## src/rtl/decode_stage.sv

```systemverilog
// Single-entry RV32I decode register: captures one instruction, registers its decoded bundle.
// Restricted ALU subset (ADD/SUB/XOR/OR/AND and immediate forms); everything else is flagged illegal.
module decode_stage #(
  parameter int XLEN = 32
) (
  input  logic            clk,
  input  logic            rst,
  input  logic            flush,
  input  logic            in_valid,
  output logic            in_ready,
  input  logic [31:0]     in_instr,
  input  logic [XLEN-1:0] in_pc,
  output logic            out_valid,
  input  logic            out_ready,
  output logic [XLEN-1:0] out_pc,
  output logic [2:0]      out_alu_funct3,
  output logic            out_alu_funct7,
  output logic [2:0]      out_funct3_raw,
  output logic [4:0]      out_rs1,
  output logic [4:0]      out_rs2,
  output logic [4:0]      out_rd,
  output logic [31:0]     out_imm,
  output logic [3:0]      out_opclass,
  output logic            out_reg_write,
  output logic            out_illegal
);

  localparam logic [3:0] OC_ALU_R   = 4'd0;
  localparam logic [3:0] OC_ALU_I   = 4'd1;
  localparam logic [3:0] OC_LOAD    = 4'd2;
  localparam logic [3:0] OC_STORE   = 4'd3;
  localparam logic [3:0] OC_BRANCH  = 4'd4;
  localparam logic [3:0] OC_JAL     = 4'd5;
  localparam logic [3:0] OC_JALR    = 4'd6;
  localparam logic [3:0] OC_LUI     = 4'd7;
  localparam logic [3:0] OC_AUIPC   = 4'd8;
  localparam logic [3:0] OC_ILLEGAL = 4'd15;

  logic [6:0]  opcode;
  logic [2:0]  funct3;
  logic [6:0]  funct7;
  logic [4:0]  rd;
  logic        alu_op_ok;
  logic [31:0] imm_i, imm_s, imm_b, imm_u, imm_j;

  logic [3:0]  dec_opclass;
  logic [31:0] dec_imm;
  logic [2:0]  dec_alu_f3;
  logic        dec_alu_f7;
  logic        dec_reg_write;

  logic            accept;
  logic            valid_q, valid_d;
  logic [XLEN-1:0] pc_q;
  logic [2:0]      alu_f3_q, f3_raw_q;
  logic            alu_f7_q, reg_write_q, illegal_q;
  logic [4:0]      rs1_q, rs2_q, rd_q;
  logic [31:0]     imm_q;
  logic [3:0]      opclass_q;

  assign opcode = in_instr[6:0];
  assign funct3 = in_instr[14:12];
  assign funct7 = in_instr[31:25];
  assign rd     = in_instr[11:7];

  // Only ADD/XOR/OR/AND funct3 codes reach alu_control.
  assign alu_op_ok = (funct3 == 3'b000) || (funct3 == 3'b100) ||
                     (funct3 == 3'b110) || (funct3 == 3'b111);

  assign imm_i = {{20{in_instr[31]}}, in_instr[31:20]};
  assign imm_s = {{20{in_instr[31]}}, in_instr[31:25], in_instr[11:7]};
  assign imm_b = {{19{in_instr[31]}}, in_instr[31], in_instr[7], in_instr[30:25],
                  in_instr[11:8], 1'b0};
  assign imm_u = {in_instr[31:12], 12'b0};
  assign imm_j = {{11{in_instr[31]}}, in_instr[31], in_instr[19:12], in_instr[20],
                  in_instr[30:21], 1'b0};

  always_comb begin
    dec_opclass = OC_ILLEGAL;
    dec_imm     = '0;
    dec_alu_f3  = 3'b000;
    dec_alu_f7  = 1'b0;
    case (opcode)
      7'b0110011: begin
        if ((funct7 == 7'b0000000 && alu_op_ok) ||
            (funct7 == 7'b0100000 && funct3 == 3'b000)) begin
          dec_opclass = OC_ALU_R;
          dec_alu_f3  = funct3;
          dec_alu_f7  = in_instr[30];
        end
      end
      7'b0010011: begin
        if (alu_op_ok) begin
          dec_opclass = OC_ALU_I;
          dec_imm     = imm_i;
          dec_alu_f3  = funct3;
        end
      end
      7'b0000011: begin dec_opclass = OC_LOAD;   dec_imm = imm_i; end
      7'b0100011: begin dec_opclass = OC_STORE;  dec_imm = imm_s; end
      7'b1100011: begin dec_opclass = OC_BRANCH; dec_imm = imm_b; end
      7'b1101111: begin dec_opclass = OC_JAL;    dec_imm = imm_j; end
      7'b1100111: begin dec_opclass = OC_JALR;   dec_imm = imm_i; end
      7'b0110111: begin dec_opclass = OC_LUI;    dec_imm = imm_u; end
      7'b0010111: begin dec_opclass = OC_AUIPC;  dec_imm = imm_u; end
      default: ;
    endcase
  end

  assign dec_reg_write = (rd != 5'd0) && (dec_opclass != OC_STORE) &&
                         (dec_opclass != OC_BRANCH) && (dec_opclass != OC_ILLEGAL);

  assign in_ready = !flush && (!valid_q || out_ready);
  assign accept   = in_valid && in_ready;

  always_comb begin
    valid_d = valid_q;
    if (flush)
      valid_d = 1'b0;
    else if (accept)
      valid_d = 1'b1;
    else if (out_ready)
      valid_d = 1'b0;
  end

  // Fields load only on accept so a held bundle cannot glitch.
  always_ff @(posedge clk) begin
    if (rst) begin
      valid_q     <= 1'b0;
      pc_q        <= '0;
      alu_f3_q    <= '0;
      alu_f7_q    <= 1'b0;
      f3_raw_q    <= '0;
      rs1_q       <= '0;
      rs2_q       <= '0;
      rd_q        <= '0;
      imm_q       <= '0;
      opclass_q   <= '0;
      reg_write_q <= 1'b0;
      illegal_q   <= 1'b0;
    end else begin
      valid_q <= valid_d;
      if (accept) begin
        pc_q        <= in_pc;
        alu_f3_q    <= dec_alu_f3;
        alu_f7_q    <= dec_alu_f7;
        f3_raw_q    <= funct3;
        rs1_q       <= in_instr[19:15];
        rs2_q       <= in_instr[24:20];
        rd_q        <= rd;
        imm_q       <= dec_imm;
        opclass_q   <= dec_opclass;
        reg_write_q <= dec_reg_write;
        illegal_q   <= (dec_opclass == OC_ILLEGAL);
      end
    end
  end

  assign out_valid      = valid_q;
  assign out_pc         = pc_q;
  assign out_alu_funct3 = alu_f3_q;
  assign out_alu_funct7 = alu_f7_q;
  assign out_funct3_raw = f3_raw_q;
  assign out_rs1        = rs1_q;
  assign out_rs2        = rs2_q;
  assign out_rd         = rd_q;
  assign out_imm        = imm_q;
  assign out_opclass    = opclass_q;
  assign out_reg_write  = reg_write_q;
  assign out_illegal    = illegal_q;

endmodule

```

## config.mk

```make
export PLATFORM = sky130hd
export DESIGN_NAME = decode_stage
export DESIGN_NICKNAME = d
export VERILOG_FILES = /design/src/rtl/decode_stage.sv
export SDC_FILE = /design/constraint.sdc
export NUM_CORES = 1
export LEC_CHECK = 0
export CORE_MARGIN = 2
export CORE_UTILIZATION = 44
export CTS_BUF_LIST = sky130_fd_sc_hd__clkbuf_4
export CTS_CLUSTER_DIAMETER = 30
export DETAILED_ROUTE_END_ITERATION = 8
export HOLD_SLACK_MARGIN = 0.08
export PLACE_DENSITY = 0.83
export SLEW_MARGIN = 40
export SYNTH_ARGS = -nofsm -noshare
export SYNTH_HDL_FRONTEND = slang
export SYNTH_SLANG_ARGS = --single-unit
```

## constraint.sdc

```tcl
create_clock -name clk -period 1.85 [get_ports clk]
set_clock_uncertainty 0.1 [all_clocks]
set_input_delay 0.185 -clock clk [delete_from_list [all_inputs] [get_ports clk]]
set_output_delay 0.185 -clock clk [all_outputs]
set_load 0.05 [all_outputs]
```

After elaboration in Yosys (flattened, before gate mapping) --
Cells that the tools add are included.
Word-level totals: bits in registers 93, logic and storage cells 62, memory bits (writable) 0, input port bits 69, ROM bits 0, output and inout bits 94, memories kept 0, bits in latches 0
Cells by class: bitwise logic cells 0, muxes and demuxes 12, reductions and logical operators 21, add/subtract/negate cells 0, $lt $le $gt $ge 0, shifts and indexed selects 0, equality and inequality tests 17, divide/modulo/power cells 0, $mul 0
Operators with widths (number):
- case mux 32 bit (6 select lines) | 1
- case mux 4 bit (9 select lines) | 1
- two-way mux 32 bit | 1
- == test 7 x 6 -> 1 bit (second input constant) | 4
- == test 7 bit (second input constant) | 3
- == test 7 x 5 -> 1 bit (second input constant) | 2
- == test 3 bit (second input constant) | 3
- two-way mux 4 bit | 2
- == test 7 x 2 -> 1 bit (second input constant) | 1
- logical AND 1 bit | 7
- zero test 7 bit | 1
- two-way mux 3 bit | 2
- case mux 3 bit (2 select lines) | 1
- OR reduction 2 bit | 3
- logical OR 1 bit | 5
- nonzero test 5 bit | 1
- == test 4 bit (second input constant) | 1
- two-way mux 1 bit | 4
- != test 4 x 2 -> 1 bit (second input constant) | 1
- != test 4 x 3 -> 1 bit (second input constant) | 1
- != test 4 bit (second input constant) | 1
- zero test 3 bit | 1
- zero test 1 bit | 2
- nonzero test 2 bit | 1

Logic depth before layout (Yosys ltp) --
Gate-level depths: netlist (run 1).
word-level depth 12, mapped depth 7, depth with buffers taken out 5

Least setup slack after synthesis (run 1) --
Ideal clock, no wire load.
kind register to register, from register valid_q, in the netlist out_valid, to register imm_q[29], in the netlist out_imm[29], clock period less this slack 1.943 ns, arrival time 1.785 ns, setup slack -0.093 ns, stages on the path, launching flop included 8, path through dfxtp_1 nand2b_1 and2_1 buf_2 nand2b_1 or4_4 buf_6 nand2_1
On the way: cells in the longest elaborated chain, start to end 4
RTL lines:
- from (decl) | RTL line 53 | logic valid_q, valid_d;
- from (signal assigned) | RTL line 142 | valid_q <= valid_d;
- zero test 1 bit | RTL line 113 | assign in_ready = !flush && (!valid_q || out_ready);
- logical OR 1 bit | RTL line 113
- logical AND 1 bit | RTL line 113
- logical AND 1 bit | RTL line 114 | assign accept = in_valid && in_ready;
- to (signal assigned) | RTL line 151 | imm_q <= dec_imm;
- to (decl) | RTL line 58 | logic [31:0] imm_q;
Every way passes these cells. A chain may end at the register's enable or synchronous reset.

Worst setup path in the final report (run 1) --
from input port in_instr[31], to register alu_f3_q[1], in the netlist out_alu_funct3[1]
On the way: cells in the longest elaborated chain, start to end 5
RTL lines:
- from (decl) | RTL line 11 | input logic [31:0] in_instr,
- == test 7 x 6 -> 1 bit or zero test 7 bit (tied branches) | RTL line 86, 85
- logical AND 1 bit (on tied branches) | RTL line 86, 85
- logical OR 1 bit (*) | RTL line 85 | if ((funct7 == 7'b0000000 && alu_op_ok) ||
- two-way mux 3 bit (*) | RTL line 85
- case mux 3 bit (2 select lines) (*) | RTL line 83 | case (opcode)
- to (signal assigned) | RTL line 145 | alu_f3_q <= dec_alu_f3;
- to (decl) | RTL line 55 | logic [2:0] alu_f3_q, f3_raw_q;
Every way passes the cells marked *; elsewhere a longest branch is shown, timed or not.

==> results of run 1 <==
==> cell usage after synthesis (all sizes together), types with 3 or more instances <==
| library cell | count |
|---|---|
| clkbuf | 21 |
| nor2b | 6 |
| a21oi | 61 |
| and3 | 5 |
| nor2 | 17 |
| nor4 | 4 |
| buf | 11 |
| a21o | 11 |
| inv | 5 |
| nand2 | 143 |
| dfxtp | 93 |
| nand3 | 16 |
| o2111ai | 3 |
| nand2b | 3 |
| or3 | 3 |
| o21a | 3 |
| nor3 | 7 |
| a221o | 8 |
| a211oi | 4 |
| a22oi | 7 |
| a22o | 7 |
| o21ai | 11 |
==> cell families after synthesis <==
group	after synthesis
DFF	93
and+or+nand+nor	214
buffers and inverters	37
AOI/OAI and AO/OA	125
xor gates and xnor gates	1
==> power groups by stage <==
stage	registers [W]	clock network, W	logic (W)
after floorplan	0.00235	0	0.000235
after global placement	0.00214	0	0.000857
after detailed placement	0.00214	0	0.000871
after CTS	0.00209	0.00130	0.000836
after global routing	0.00210	0.00138	0.000890
final	0.00209	0.00128	0.000843
==> state kept, by name (all words and copies together) (netlist names) <==
signal,cells
out_rs1,5
out_pc,32
out_illegal,1
out_alu_funct7,1
out_rs2,5
out_funct3_raw,3
out_rd,5
out_imm,32
out_valid,1
out_reg_write,1
out_opclass,4
out_alu_funct3,3
==> layer usage <==
layer / up-vias / routed length [um] / GRT usage
met2: 175 / 6110 / 0.429
li1: 2027 / - / -
met3: 21 / 768 / 0.0424
met1: 2014 / 5180 / 0.315
met5: - / 0 / 0
met4: 0 / 308 / 0.104
==> repair_timing <==
action                                  in CTS  in global routing
hold buffers                                 1                  0
hold endpoints to repair                     5                  0
gates cloned                                 0                  0
pin swaps                                    1                  1
resized for setup                           86                  4
endpoints found under the setup margin     103                 19
buffers inserted                             1                  2
==> worst max-delay path, cell delays in order <==
cell and delay, ns:
clkdlybuf4s50_1 0.49, nor4_1 0.44, and3_1 0.25, a22oi_1 0.07, or4b_1 0.52, a21oi_1 0.15
==> worst paths after layout <==
path                                         end  slack (ns)
setup / recovery  out_alu_funct3[1]$_SDFFE_PP0P_      0.0002
hold / removal           out_pc[30]$_SDFFE_PP0P_        0.18
setup reg to reg        out_imm[19]$_SDFFE_PP0P_        0.17
hold reg to reg   out_alu_funct3[1]$_SDFFE_PP0P_        0.36
==> through the flow <==
| stage | hold slack (ns) | setup TNS [ns] |
|---|---|---|
| 2_1_floorplan | 0.157 | 0 |
| 3_3_place_gp | 0.330 | -15.24 |
| 3_5_place_dp | 0.344 | -17.69 |
| 4_1_cts | 0.157 | 0 |
| 5_1_grt | 0.170 | 0 |
| 6_report | 0.179 | 0 |
==> layout make-up <==
type,count,area share
repair buffers,225,0.329
flip-flops and latches,93,0.311
multi-input cells,340,0.306
well taps,108,0.0225
clock inverters,6,0.0154
clock buffers,10,0.0125
inverters,5,0.00313
==> impl_results.md, run 1 <==
* Vias in the first global route at 4069
* Final net count at 743
* RSZ-0062 raised after global routing: no
* Cells after DPL at 767
* Clock share of power at 0.304
* Status: complete, no violations
* Most common cell after layout, fill and taps aside: nand2_1
* Cell taking the most area after synthesis: dfxtp_1
* Setup WS post-layout at 0.000243 ns
* Switch share at 0.296
* Initial Util at 0.447
* Global-route wire length before repair at 19.7 mm
* Most frequent cells in the layout: 142 x nand2_1, 92 x dfxtp_1, 85 x dlygate4sd2_1
* Compound-gate portion of the synthesized area at 0.218
* Maxcap violations at 0
* Routed via count at 4237
* Peak supply drop at 421 uV
* Routed wire length at 12.4 mm
* Area grow syn2layout at 56.1%
* Yosys top cell area share at 0.485
* Grt total ovfl at 0
* Synth Area in Simple Gates at 0.252
* Synthesized Nets at 539
* Gate Count Post-Synth at 470
* Final Non-Filler Cells at 787
* FMAX at 541 MHz
* Ant. Diodes at 0
* WP data required at 2.11 ns
* Relative slew slack at 0.633
* Min cycle time layout at 1.85 ns
* Mux cell area share after synthesis at 0
* # H-tree levels at 3
* Fill cells at 723
* Clock latency on the worst-skew pair at 0.42 ns
* Dpl cell area at 5880 um^2
* Critical path type: in2reg
* IO Port Bufs at 162
* Synth unique cells at 52
* Crit share post-route at 1.00
* Post-synth EDFFs at 0
* Power, Total at 0.00422 W
* Final Slew Violations at 0
* Register area at 1860 um^2
* Worst Setup SP: in_instr[31]
* Adder-cell share of the synthesized area at 0
* FFs w/ async S/R, synth at 0
* Hpwl dp at 9.29 mm
* Worst Max-Slew Pin Slew at 0.552 ns
* Leakage at 2.75 nW
* Clock-pin slew on the worst setup and hold paths at 0.16 ns
* Worst hold start: in_pc[30]
* Drt initial violations at 269
* Pre-CTS setup slack at -0.538 ns
* Hold path cells at 3
* Critical path fanouts, max at 2
* FF-to-FF Start: out_valid$_SDFFE_PP0P_
* Combinational share of power at 0.200
* Largest net degree at the start of global routing at 38
* Crit. End Element: register
* Post-synthesis sequential area ratio at 0.485
* Final ANT Viol Nets at 0
* Drt pass-1 iters at 5
* Startpoint Class: input pin
* Cts bufs inserted at 9
* Final setup violation count at 0
* Die H at 97.4 um
* Clk sinks at 93
* Clock root cell: clkbuf_4
* Total die area at 9490 um^2
* Antenna violations before repair at 0
* Placement row count at 34
* Switching power at 0.00125 W
* Routability cong. at 0.983
* Syn Area/Cell at 8.17 um^2
* Main combinational cell family by area after synthesis: simple AND/OR/NAND/NOR gates
* CP arrival at 2.11 ns
* PD cells at 704 nW/um^2
* Core area at 8590 um^2
* Die width at 97.4 um
* CTS tree: built
* Worst min-delay path category: in2reg
* Clock buffer depth at 2
* Via/cell ratio at 5.38
* GRT Util Overall at 0.252
* Reg power frac at 0.496
* Syn. warnings at 0
* DRC violations left at 0
* IO Pins at 163
* Multi-input logic area at 1840 um^2
* Post-layout util at 0.698
* Final hold violation count at 0
* Xor and xnor area share after synthesis at 0.00228
* Share of cells above drive strength 1 at 0.162
* Mapped Area at 3840 um^2
* Ys flop type: dfxtp_1
* Design Area, Final at 5990 um^2
* Cell-internal power at 0.00297 W
* R2R depth at 7
* #FFs+latches synth at 93
* WL per Instance at 15.7 um
* Synth area leaders: dfxtp_1 48%, nand2_1 14%, a21oi_1 7.7%
Power figures use the tool's default switching activity.
==> run 2: changes to the inputs <==
--- a/config.mk
+++ b/config.mk
@@ -6,12 +6,12 @@
 export NUM_CORES = 1
 export LEC_CHECK = 0
 export CORE_MARGIN = 2
-export CORE_UTILIZATION = 44
+export CORE_UTILIZATION = 40
 export CTS_BUF_LIST = sky130_fd_sc_hd__clkbuf_4
 export CTS_CLUSTER_DIAMETER = 30
 export DETAILED_ROUTE_END_ITERATION = 8
 export HOLD_SLACK_MARGIN = 0.08
-export PLACE_DENSITY = 0.83
+export PLACE_DENSITY = 0.79
 export SLEW_MARGIN = 40
 export SYNTH_ARGS = -nofsm -noshare
 export SYNTH_HDL_FRONTEND = slang
==> constraint.sdc (replaced) <==
create_clock -name clk -period 1.5 [get_ports clk]
set_clock_uncertainty 0.1 [all_clocks]
set_input_delay 0.15 -clock clk [delete_from_list [all_inputs] [get_ports clk]]
set_output_delay 0.15 -clock clk [all_outputs]
set_load 0.05 [all_outputs]
==> impl_results.md, run 2 (synthesis gave the netlist of run 1 again) <==
* Status: finished with violations
* Failing checks: setup timing
* Highest-delay cell along the critical path: or4_4
* Crit. End Element: register
* Final Non-Filler Cells at 840 (+6.7%)
* Routed wire length at 13.3 mm (+7.5%)
* Ant. Diodes at 0 (unchanged)
* Peak supply drop at 507 uV (+20%)
* Power, Total at 0.00517 W (+22%)
* # H-tree levels at 3 (unchanged)
* Grt total ovfl at 0 (unchanged)
* IO Pins at 163 (unchanged)
* Setup WS post-layout at -0.0200 ns (-0.0202 ns)
* Clock buffer depth at 2 (unchanged)
* Antenna violations before repair at 0 (unchanged)
* CP arrival at 1.81 ns (-0.30 ns)
* Final setup violation count at 6 (+6)
* WP data required at 1.79 ns (-0.32 ns)
* PD cells at 767 nW/um^2 (+8.9%)
* Vias in the first global route at 4204 (+3.3%)
* Critical path type: reg2reg
* Worst min-delay path category: in2reg
* Area grow syn2layout at 75.6%
* Startpoint Class: register
* CP bufs+invs at 0 (-1)
* Global-route wire length before repair at 20.6 mm (+4.7%)
* Cts bufs inserted at 9 (unchanged)
* Critical path's largest stage delay at 0.56 ns (+0.04 ns)
* FMAX at 658 MHz
* Final net count at 775 (+4.3%)
* Drt initial violations at 269 (unchanged)
* Dpl cell area at 6310 um^2 (+7.3%)
* Initial Util at 0.414 (-0.0332)
* Die H at 102 um (+4.7%)
* DRC violations left at 0 (unchanged)
* Clock latency on the worst-skew pair at 0.43 ns (about the same)
* Core area at 9280 um^2 (+8.0%)
* Leakage at 2.83 nW (+2.9%)
* Crit share post-route at 1.01
* Placement row count at 35 (+2.9%)
* CTS tree: built
* Routed via count at 4293 (+1.3%)
* Final Slew Violations at 0 (unchanged)
* Min cycle time layout at 1.52 ns
* Cells after DPL at 806 (+5.1%)
* Worst Max-Slew Pin Slew at 0.373 ns (-0.179 ns)
* Hpwl dp at 9.84 mm (+5.9%)
* Final ANT Viol Nets at 0 (unchanged)
* Clock-pin slew on the worst setup and hold paths at 0.17 ns (about the same)
* Critical path fanouts, max at 6 (+4)
* Clk sinks at 93 (unchanged)
* Setup_tns at -0.0609 ns (-0.0609 ns)
* Most used cell, CP: nand2b_4
* Design Area, Final at 6740 um^2 (+12%)
* Relative slew slack at 0.751 (+0.117)
* Maxcap violations at 0 (unchanged)
* CP Cell Sequence: nand2b_4 > and2_4 > nand2b_4 > or4_4 > nand2_1
* Pre-CTS setup slack at -0.820 ns (-0.282 ns)
* WL per Instance at 15.8 um (+0.76%)
* Largest net degree at the start of global routing at 41 (+7.9%)
* Share of cells above drive strength 1 at 0.347 (+0.185)
* Die width at 102 um (+4.7%)
* Most common cell after layout, fill and taps aside: buf_4
* RSZ-0062 raised after global routing: yes
* Clock root cell: clkbuf_4
* Fill cells at 740 (+2.4%)
* Drt pass-1 iters at 5 (unchanged)
* Most frequent cells in the layout: 140 x buf_4, 135 x nand2_1, 92 x dfxtp_1
* Top delay family on crit path: simple AND/OR/NAND/NOR gates
* GRT Util Overall at 0.250 (-0.00116)
* IO Port Bufs at 162 (unchanged)
* Final hold violation count at 0 (unchanged)
* Routability cong. at 0.949 (-3.5%)
* Total die area at 10400 um^2 (+9.6%)
* Via/cell ratio at 5.11 (-5.1%)
-- run 2: worst register-to-register path, cell delays in order (launching register included) --
cell and delay [ns]:
dfxtp_4 0.39, nand2b_4 0.06, and2_4 0.18, nand2b_4 0.10, or4_4 0.56, nand2_1 0.09
-- run 2: power breakdown --
group / switching [W] / total [W] / leakage, nW / internal, W
Sequential: 0.0000528 / 0.00260 / 0.757 / 0.00255
Combinational: 0.000673 / 0.00122 / 2.00 / 0.000544
Clock: 0.000968 / 0.00135 / 0.0731 / 0.000385
-- run 2: what timing repair did --
action	4_1_cts	5_1_grt
hold buffers	2	1
pin swaps	28	15
hold endpoints to repair	26	3
setup endpoints to repair	46	56
cloned	1	0
setup buffers	15	2
resized for setup	52	17
-- run 2: cell type report --
type                    instances  area (um^2)  area share
clock buffers                   9         67.6      0.0100
multi-input cells             341         1990       0.295
flip-flops and latches         93         1870       0.277
well taps                     129          161      0.0239
inverters                       5         18.8     0.00278
repair buffers                256         2570       0.381
clock inverters                 7         68.8      0.0102
-- run 2: per-stage QoR --
| step | utilization | hold WS (ns) |
|---|---|---|
| floorplan | - | 0.119 |
| CTS | 0.721 | 0.0891 |
| global placement | 0.680 | 0.343 |
| finish | 0.726 | 0.130 |
| global route | 0.726 | 0.109 |
| detailed placement | 0.680 | 0.349 |
-- run 2: per-layer routing --
layer / share of wire / vias up / track usage
met5: 0 / - / 0
met4: 0.018 / 0 / 0.0851
met2: 0.49 / 163 / 0.421
met3: 0.063 / 23 / 0.0479
met1: 0.43 / 2006 / 0.324
li1: - / 2101 / -
-- run 2: path summary, 6_finish.rpt --
path / from / to / slack, ns / cells past startpoint
worst max-delay path: out_valid$_SDFFE_PP0P_ / out_imm[26]$_SDFFE_PP0P_ / -0.02 / 5
worst min-delay path: in_pc[15] / out_pc[15]$_SDFFE_PP0P_ / 0.13 / 3
worst min register to register: out_pc[27]$_SDFFE_PP0P_ / out_pc[27]$_SDFFE_PP0P_ / 0.37 / 2
worst max register to register: out_valid$_SDFFE_PP0P_ / out_imm[26]$_SDFFE_PP0P_ / -0.02 / 5
==> run 3: changes to the inputs <==
--- a/config.mk
+++ b/config.mk
@@ -5,7 +5,7 @@
 export SDC_FILE = /design/constraint.sdc
 export NUM_CORES = 1
 export LEC_CHECK = 0
-export CORE_MARGIN = 2
+export CORE_MARGIN = 5
 export CORE_UTILIZATION = 40
 export CTS_BUF_LIST = sky130_fd_sc_hd__clkbuf_4
 export CTS_CLUSTER_DIAMETER = 30
==> impl_results.md, run 3 (synthesis gave the netlist of run 1 again) <==
* Min cycle time layout at 1.55 ns (+0.0280 ns)
* CP bufs+invs at 2 (+2)
* Largest net degree at the start of global routing at 45 (+9.8%)
* FMAX at 646 MHz (-1.8%)
* Worst Max-Slew Pin Slew at 0.377 ns (+0.00387 ns)
* Final ANT Viol Nets at 0 (unchanged)
* Failing checks: setup timing
* Leakage at 2.86 nW (+0.76%)
* Drt pass-1 iters at 4 (-1)
* WL per Instance at 16.8 um (+6.4%)
* Cells after DPL at 809 (+0.37%)
* Final setup violation count at 15 (+9)
* Final hold violation count at 0 (unchanged)
* Clk sinks at 93 (unchanged)
* Die width at 108 um (+5.9%)
* Clock buffer depth at 2 (unchanged)
* Dpl cell area at 6370 um^2 (+0.95%)
* Startpoint Class: register
* Clock root cell: clkbuf_4
* CP Cell Sequence: buf_6 > nor2b_4 > nor2_4 > buf_12
* DRC violations left at 0 (unchanged)
* Area grow syn2layout at 77.0%
* Critical path type: reg2out
* Final Slew Violations at 0 (unchanged)
* Setup WS post-layout at -0.0480 ns (-0.0280 ns)
* Most frequent cells in the layout: 133 x nand2_1, 130 x buf_4, 92 x dfxtp_1
* Drt initial violations at 202 (-25%)
* Placement row count at 35 (unchanged)
* GRT Util Overall at 0.236 (-0.0140)
* Core area at 9280 um^2 (unchanged)
* Initial Util at 0.414 (unchanged)
* IO Port Bufs at 162 (unchanged)
* Maxcap violations at 0 (unchanged)
* # H-tree levels at 3 (unchanged)
* Peak supply drop at 489 uV (-3.6%)
* Vias in the first global route at 4411 (+4.9%)
* Combinational share of power at 0.236 (about the same)
* Fill cells at 730 (-1.4%)
* CTS tree: built
* Final net count at 774 (-0.13%)
* Hpwl dp at 10.8 mm (+9.7%)
* Antenna violations before repair at 0 (unchanged)
* Critical path fanouts, max at 2 (-4)
* Cell-internal power at 0.00363 W (+4.4%)
* Worst min-delay path category: in2reg
* IO Pins at 163 (unchanged)
* Power, Total at 0.00526 W (+1.7%)
* Routed wire length at 14.1 mm (+6.2%)
* Top delay family on crit path: flip-flops
* Switching power at 0.00163 W (-3.8%)
* Reg power frac at 0.494 (-0.009)
* Switch share at 0.310 (-0.0177)
* Share of cells above drive strength 1 at 0.358 (+0.0109)
* PD cells at 773 nW/um^2 (+0.88%)
* Ant. Diodes at 0 (unchanged)
* Highest-delay cell along the critical path: dfxtp_4
* Clock latency on the worst-skew pair at 0.44 ns (about the same)
* Critical path's largest stage delay at 0.38 ns (-0.18 ns)
* Routability cong. at 0.884 (-6.8%)
* Pre-CTS setup slack at -0.809 ns (+0.0106 ns)
* Total die area at 11700 um^2 (+12%)
* Grt total ovfl at 0 (unchanged)
* Relative slew slack at 0.748 (-0.00258)
* Clock share of power at 0.270 (+0.008)
* Crit share post-route at 1.03 (+0.0187)
* Final Non-Filler Cells at 838 (-0.24%)
* Routed via count at 4357 (+1.5%)
* Status: finished with violations
* Die H at 108 um (+5.9%)
* Cts bufs inserted at 9 (unchanged)
* Clock-pin slew on the worst setup and hold paths at 0.14 ns (-0.03 ns)
* CP arrival at 1.30 ns (-0.51 ns)
* WP data required at 1.25 ns (-0.54 ns)
* Global-route wire length before repair at 22.1 mm (+7.1%)
* RSZ-0062 raised after global routing: yes
* Most common cell after layout, fill and taps aside: nand2_1
* Via/cell ratio at 5.20 (+1.7%)
* Fin Hold WS at 0.0888 ns (-0.0412 ns)
* Design Area, Final at 6800 um^2 (+0.80%)
* Crit. End Element: output port
[run 3: cell types whose count changed in the layout (fill, tap and decap cells not counted), moves of 3 or more]
cell           before  now
dlygate4sd2_1      10    5
dlygate4sd3_1       3    6
buf_4             140  130
buf_12             38   41
clkbuf_2            1    8
[run 3: worst min-delay path: cells and delay by family]
family	cells	cell delay [ns]
and+or+nand+nor	3	0.20
buffers and inverters	1	0.12
AOI/OAI and AO/OA	2	0.12
[run 3: routing by layer]
layer	track usage	wire, um
met2	0.408	7210
met1	0.281	5530
met5	0	0
met3	0.0501	901
met4	0.109	483
[run 3: final cells by class]
cell class	instances	area, um^2	area share
repair buffers	255	2600	0.383
well taps	129	161	0.0237
flip-flops and latches	93	1870	0.274
multi-input cells	341	2010	0.296
inverters	5	18.8	0.00276
clock inverters	6	71.3	0.0105
clock buffers	9	67.6	0.00994
[run 3: what timing repair did]
| item | CTS | global route |
|---|---|---|
| resized for setup | 48 | 40 |
| cloned | 1 | 0 |
| hold endpoints to repair | 28 | 9 |
| hold buffers | 1 | 5 |
| setup endpoints to repair | 65 | 49 |
| setup buffers | 5 | 2 |
| pin swaps | 19 | 28 |
[run 3: per-stage QoR]
| stage | setup TNS, ns | utilization |
|---|---|---|
| floorplan | -3.28 | - |
| global placement | -42.63 | 0.686 |
| detailed placement | -48.62 | 0.686 |
| CTS | -0.778 | 0.719 |
| global route | -1.72 | 0.732 |
| finish | -0.260 | 0.732 |
[run 3: path summary, 6_finish.rpt]
| path | start | to | slack, ns | depth (start not counted) |
|---|---|---|---|---|
| setup / recovery | out_valid$_SDFFE_PP0P_ | in_ready | -0.05 | 4 |
| hold / removal | in_instr[29] | out_alu_funct3[2]$_SDFFE_PP0P_ | 0.09 | 6 |
| setup reg to reg | out_valid$_SDFFE_PP0P_ | out_imm[30]$_SDFFE_PP0P_ | -0.04 | 5 |
| hold reg to reg | out_rs1[2]$_SDFFE_PP0P_ | out_rs1[2]$_SDFFE_PP0P_ | 0.37 | 2 |
[run 3: power groups by stage]
stage,Sequential (W),Combinational [W],Clock (W)
after floorplan,0.00289,0.000299,0
after global placement,0.00265,0.00117,0
after detailed placement,0.00265,0.00118,0
after CTS,0.00260,0.00121,0.00144
after global routing,0.00261,0.00131,0.00155
final,0.00260,0.00124,0.00142
